<file path="src/rtl/adc_seq_pkg.sv">
// Shared types for the SAR ADC sequencer.
// State encoding and enable-mask bit positions.
package adc_seq_pkg;

    typedef enum logic [2:0] {
        IDLE,
        INIT,
        SAMP,
        COMP,
        UPDATE,
        DONE
    } state_t;

    localparam int EN_INIT     = 5;
    localparam int EN_SAMP_P   = 4;
    localparam int EN_SAMP_N   = 3;
    localparam int EN_COMP     = 2;
    localparam int EN_UPDATE_P = 1;
    localparam int EN_UPDATE_N = 0;

endpackage

</file>
<file path="src/rtl/adc_sequencer_rr_pick.sv">
// Finds the lowest enabled channel at or above a base index.
// Purely combinational; base is one bit wider so base==Nchan means none.
module rr_pick #(
    parameter int Nchan = 4,
    parameter int CW    = 2
) (
    input  logic [Nchan-1:0] chan_mask,
    input  logic [CW:0]      pointer,
    output logic [Nchan-1:0] sel,
    output logic [CW-1:0]    idx,
    output logic             found
);

    always_comb begin
        sel   = '0;
        idx   = '0;
        found = 1'b0;
        // Descending walk so the lowest qualifying index wins.
        for (int i = Nchan - 1; i >= 0; i--) begin
            if (chan_mask[i] && (i >= int'(pointer))) begin
                sel    = '0;
                sel[i] = 1'b1;
                idx    = CW'(i);
                found  = 1'b1;
            end
        end
    end

endmodule

</file>
<file path="src/rtl/adc_sequencer.sv">
// SAR ADC control path: phase timing, channel scan, bit capture
// and valid/ready result delivery with a sticky overrun flag.
module adc_sequencer
    import adc_seq_pkg::*;
#(
    parameter int Madc  = 17,
    parameter int Nchan = 4,
    parameter int Wsamp = 4,
    parameter int CW    = (Nchan > 1) ? $clog2(Nchan) : 1
) (
    input  logic                      clk,
    input  logic                      rst,
    input  logic                      start,
    input  logic                      continuous,
    input  logic [Nchan-1:0]          chan_mask,
    input  logic [Wsamp-1:0]          samp_cycles,
    input  logic [$clog2(Madc+1)-1:0] ncomp,
    input  logic [5:0]                en_mask,
    input  logic                      comp_out,
    output logic                      seq_init,
    output logic                      seq_samp,
    output logic                      seq_comp,
    output logic                      seq_update,
    output logic                      en_init,
    output logic                      en_samp_p,
    output logic                      en_samp_n,
    output logic                      en_comp,
    output logic                      en_update_p,
    output logic                      en_update_n,
    output logic [Nchan-1:0]          chan_sel,
    output logic                      busy,
    output logic [Madc-1:0]           res_data,
    output logic [CW-1:0]             res_chan,
    output logic                      res_valid,
    input  logic                      res_ready,
    output logic                      overrun,
    input  logic                      overrun_clr
);

    localparam int NW = $clog2(Madc + 1);
    localparam logic [Madc-1:0] MSB_BIT = Madc'(1) << (Madc - 1);

    state_t           state;
    state_t           state_n;
    logic [CW-1:0]    ptr;
    logic [Wsamp-1:0] samp_len;
    logic [Wsamp-1:0] samp_cnt;
    logic [NW-1:0]    comp_len;
    logic [NW-1:0]    comp_cnt;
    logic [5:0]       en_lat;
    logic [Madc-1:0]  sar;
    logic [Madc-1:0]  bit_ptr;

    logic [CW:0]      first_base;
    logic [CW:0]      next_base;
    logic [Nchan-1:0] first_sel;
    logic [Nchan-1:0] next_sel;
    logic [CW-1:0]    first_idx;
    logic [CW-1:0]    next_idx;
    logic             first_found;
    logic             next_found;
    logic             use_next;
    logic             enter_init;
    logic             drop;

    assign first_base = (state == DONE) ? '0 : (CW+1)'(ptr);
    assign next_base  = (CW+1)'(ptr) + (CW+1)'(1);

    rr_pick #(.Nchan(Nchan), .CW(CW)) u_pick_first (
        .chan_mask (chan_mask),
        .pointer   (first_base),
        .sel       (first_sel),
        .idx       (first_idx),
        .found     (first_found)
    );

    rr_pick #(.Nchan(Nchan), .CW(CW)) u_pick_next (
        .chan_mask (chan_mask),
        .pointer   (next_base),
        .sel       (next_sel),
        .idx       (next_idx),
        .found     (next_found)
    );

    assign use_next   = (state == DONE) && next_found;
    assign enter_init = (state_n == INIT);
    assign drop       = (state == DONE) && res_valid && !res_ready;

    always_ff @(posedge clk or negedge rst) begin
        if (!rst) begin
            state      <= IDLE;
            seq_init   <= 1'b0;
            seq_samp   <= 1'b0;
            seq_comp   <= 1'b0;
            seq_update <= 1'b0;
        end else begin
            state      <= state_n;
            seq_init   <= (state_n == INIT);
            seq_samp   <= (state_n == SAMP);
            seq_comp   <= (state_n == COMP);
            seq_update <= (state_n == UPDATE);
        end
    end

    always_comb begin
        state_n = state;
        unique case (state)
            IDLE:    if (start && first_found) state_n = INIT;
            INIT:    state_n = SAMP;
            SAMP:    if (samp_cnt == samp_len) state_n = COMP;
            COMP:    state_n = UPDATE;
            UPDATE:  state_n = (comp_cnt == comp_len) ? DONE : COMP;
            DONE: begin
                if (next_found || (continuous && first_found))
                    state_n = INIT;
                else
                    state_n = IDLE;
            end
            default: state_n = IDLE;
        endcase
    end

    always_comb begin
        busy        = (state != IDLE);
        en_init     = busy & en_lat[EN_INIT];
        en_samp_p   = busy & en_lat[EN_SAMP_P];
        en_samp_n   = busy & en_lat[EN_SAMP_N];
        en_comp     = busy & en_lat[EN_COMP];
        en_update_p = busy & en_lat[EN_UPDATE_P];
        en_update_n = busy & en_lat[EN_UPDATE_N];
    end

    // Conversion setup is frozen at INIT entry; SAR bits fill MSB-first.
    always_ff @(posedge clk or negedge rst) begin
        if (!rst) begin
            ptr      <= '0;
            chan_sel <= '0;
            samp_len <= '0;
            samp_cnt <= '0;
            comp_len <= '0;
            comp_cnt <= '0;
            en_lat   <= '0;
            sar      <= '0;
            bit_ptr  <= '0;
        end else begin
            if (enter_init) begin
                ptr      <= use_next ? next_idx : first_idx;
                chan_sel <= use_next ? next_sel : first_sel;
                samp_len <= (samp_cycles == '0) ? Wsamp'(1) : samp_cycles;
                comp_len <= (ncomp == '0 || ncomp > NW'(Madc)) ?
                            NW'(Madc) : ncomp;
                en_lat   <= en_mask;
                sar      <= '0;
                bit_ptr  <= MSB_BIT;
                samp_cnt <= Wsamp'(1);
                comp_cnt <= '0;
            end else if (state_n == IDLE) begin
                ptr      <= '0;
                chan_sel <= '0;
            end
            if (state == SAMP)
                samp_cnt <= samp_cnt + Wsamp'(1);
            if (state == COMP) begin
                if (comp_out)
                    sar <= sar | bit_ptr;
                bit_ptr  <= bit_ptr >> 1;
                comp_cnt <= comp_cnt + NW'(1);
            end
        end
    end

    always_ff @(posedge clk or negedge rst) begin
        if (!rst) begin
            res_data  <= '0;
            res_chan  <= '0;
            res_valid <= 1'b0;
            overrun   <= 1'b0;
        end else begin
            if (state == DONE) begin
                if (!res_valid || res_ready) begin
                    res_data  <= sar;
                    res_chan  <= ptr;
                    res_valid <= 1'b1;
                end
            end else if (res_ready) begin
                res_valid <= 1'b0;
            end
            if (drop)
                overrun <= 1'b1;
            else if (overrun_clr)
                overrun <= 1'b0;
        end
    end

endmodule

</file>
<file path="config.mk">
export PLATFORM = sky130hd
export DESIGN_NAME = adc_sequencer
export DESIGN_NICKNAME = d
export VERILOG_FILES = /design/src/rtl/adc_seq_pkg.sv /design/src/rtl/adc_sequencer_rr_pick.sv /design/src/rtl/adc_sequencer.sv
export SDC_FILE = /design/constraint.sdc
export NUM_CORES = 1
export LEC_CHECK = 0
export CORE_AREA = 2 2 87 89
export CTS_BUF_LIST = sky130_fd_sc_hd__clkbuf_4 sky130_fd_sc_hd__clkbuf_8
export DETAILED_ROUTE_END_ITERATION = 6
export DIE_AREA = 0 0 89 91
export PLACE_DENSITY_LB_ADDON = 0.2
export SETUP_SLACK_MARGIN = 0.2
export SLEW_MARGIN = 20
export SYNTH_ARGS = -nofsm -noshare
export SYNTH_HDL_FRONTEND = slang
export SYNTH_HIERARCHICAL = 1
export SYNTH_SLANG_ARGS = --single-unit
</file>
<file path="constraint.sdc">
create_clock -name clk -period 5.6 [get_ports clk]
set_input_delay 0.56 -clock clk [delete_from_list [all_inputs] [get_ports clk]]
set_output_delay 0.56 -clock clk [all_outputs]
set_load 0.02 [all_outputs]
</file>
==> reports/results.ini <==
[timing]
hold_viol = 0
final-setup-viol-count = 0
period_minus_slack_ps = 3020
fin_crit_sh = 0.539
holdWs_ps = 179
setup-tns-final_ps = 0
fin_worst_skew_ps = 7.83
fmax_mhz = 332
slew_headroom = 0.385
grt_setup_unrepaired = false
tightest_slew_ps = 916
setup_ws_ps = 2580
slew_violations = 0

[routing]
routed_wirelength_mm = 7.34
avgViaCountPerCell = 5.25
first_pass_iters = 4
dr_total_vias = 2830
drt_iter0_markers = 151
drt.antenna.violating_nets = 0
routedWlPerCell_um = 13.6
drcViolationCount = 0

[yosys]
synth.mux.area_fraction = 0.117
synth_area_mm2 = 0.00419
synth_xor_area_frac = 0.0334
synth_top_family_by_area = simple AND/OR/NAND/NOR gates
synth-compound-area-share = 0.0863
synth_fa_ha_area_frac = 0.00896
ys_warn_count = 6
synthTopCellsByCount = dfrtp_1 (92), nand2_1 (43), nor2_1 (35)
synth_area_leader_cell = dfrtp_1
seq_area_frac_synth = 0.549
synth.most_common_cell = dfrtp_1
ys_ff_latch = 92
yosysTopAreaCellShare = 0.549
synth_edf_count = 0
yosys_most_used_dff = dfrtp_1
syn_area_per_cell_um2 = 11.2
synth.distinct_cells = 50
syn-instance-count = 375
synth_area_leaders = dfrtp_1 (55%), mux2_2 (5.4%), nand2_1 (3.9%), mux2_4 (3.6%), nor2_1 (3.1%)
async_flop_share = 1.00
yosys.area_share.simple = 0.161

[clock_tree]
cts-resized-gates = 0
path_clk_slew_ps = 90
clock_sinks = 92
cts_buffer_depth = 2
cts_tree = done
cts-buffers-inserted = 9
postCtsSetupRepairBufs = 0
hold_buffers = 0
clk_latency_ps = 360
cts_max_level = 3
cts_root_buf = clkbuf_8

[global_route]
overflow = 0
grt_pass1_wl_mm = 12.7
grt_pass1_vias = 2805
grt_max_degree = 59
antenna_found_initial = 0
track_usage = 0.202

[worst_setup_path]
regToRegSetupSlack_ps = 2580
r2r_cells = 9
cp_max_fo = 58
worst_setup_path_start_kind = flop
arrival_ps = 3250
crit_type = reg -> reg
r2r_end = comp_len[3]$_DFFE_PN0P_
rr_startpoint = state[2]$_DFF_PN0_
cp.required_ps = 5840
critPathCaptureType = flop

[placed_design]
dp_hpwl_mm = 4.97
post-place-ws_ps = 2470
io_buffers = 61
gp_congestion = 0.917

[cells_and_area]
antenna_cells = 0
drive_above_1_share = 0.139
final_util = 0.709
syn_to_final_growth_pct = 20.8
fin_nets = 464

[power_and_ir_drop]
power_density_mw_per_mm2 = 484
power.leakage_nw = 2.39
peakVddDrop_v = 0.000283

[floorplanning]
dieArea_mm2 = 0.00810
design.core.area_mm2 = 0.00714
pin_count = 62
initial_core_util = 0.587
die_h_um = 91
rows = 31
die_w_um = 89

[flow_run]
max-cap-violations = 0

[status]
status = completed

[min_path]
hold_path_class = in -> async

placed cells by master (no fill, tap or decap), types with 6 or more instances in the layout:
master           Yosys  final
clkdlybuf4s50_1      0     60
dfrtp_1             92     92
mux2_2              20     20
nor2_1              35     35
mux2i_1              8      8
mux2_4              10     10
nor2b_1             15     15
a211oi_1             6      6
inv_1               11     11
a21oi_1             18     18
clkbuf_8             0      9
xnor2_1              6      6
nor3_1               7      7
nand2_1             43     43
o21ai_0             23     23
xor2_1              10     10
critical path: stages, from the launching register on:
cell	delay, ps
dfrtp_1	600
nand3b_1	260
and2_1	260
nor2_1	130
a21boi_2	260
nand2b_1	140
nand2b_1	60
a21oi_2	190
nand2b_4	600
mux2_1	380
cell type report:
cell class / count / area, µm²
tap: 99 / 124
sequential: 92 / 2300
clock buffer: 10 / 131
clock inverter: 6 / 116
multi-input combinational: 257 / 1720
fill: 553 / 2070
inverter: 12 / 45.0
timing repair buffer: 63 / 623
power breakdown:
part           total, W  internal (W)  switching [W]
combinational  0.000880      0.000436       0.000444
clock          0.000537      0.000306       0.000231
sequential      0.00103      0.000870       0.000162
metrics by stage:
stage | power (W) | cell area [µm²] | std cells
after global routing | 0.00260 | 5060 | 539
after detailed placement | 0.00193 | 4810 | 523
after floorplan | 0.00165 | 4210 | 379
final | 0.00245 | 5060 | 539
after global placement | 0.00189 | 4810 | 523
after CTS | 0.00247 | 5060 | 539
registers in the layout, indices dropped and copies added, names as in the netlist:
register / cells
samp_len: 4
bit_ptr: 17
res_valid: 1
state: 3
chan_sel: 4
seq_update: 1
res_chan: 2
seq_comp: 1
en_lat: 6
seq_samp: 1
sar: 17
ptr: 2
comp_len: 5
samp_cnt: 4
seq_init: 1
overrun: 1
comp_cnt: 5
res_data: 17
worst max path at each step:
stage                                   from                       to  cells past startpoint
after global placement          chan_mask[0]  comp_len[3]$_DFFE_PN0P_                      7
after CTS                 state[2]$_DFF_PN0_  comp_len[3]$_DFFE_PN0P_                      9
after global routing      state[2]$_DFF_PN0_  comp_len[3]$_DFFE_PN0P_                      9
after detailed placement        chan_mask[0]  comp_len[3]$_DFFE_PN0P_                      7
final                     state[2]$_DFF_PN0_  comp_len[3]$_DFFE_PN0P_                      9
after floorplan           state[1]$_DFF_PN0_  comp_len[3]$_DFFE_PN0P_                     11
cell families after synthesis:
family          Yosys count
simple gates            132
flops                    92
compound gates           60
mux                      41
buf+inv                  30
xor+xnor                 16
fa+ha+maj                 3
other cells               1
routing by layer:
layer / track usage / wire length [µm] / part of all wire
met5: 0 / 0 / 0
met4: 0.0933 / 161 / 0.022
met1: 0.265 / 3390 / 0.46
met2: 0.318 / 3500 / 0.48
met3: 0.0436 / 290 / 0.040
Note: power is estimated with default switching activity, not from simulation.
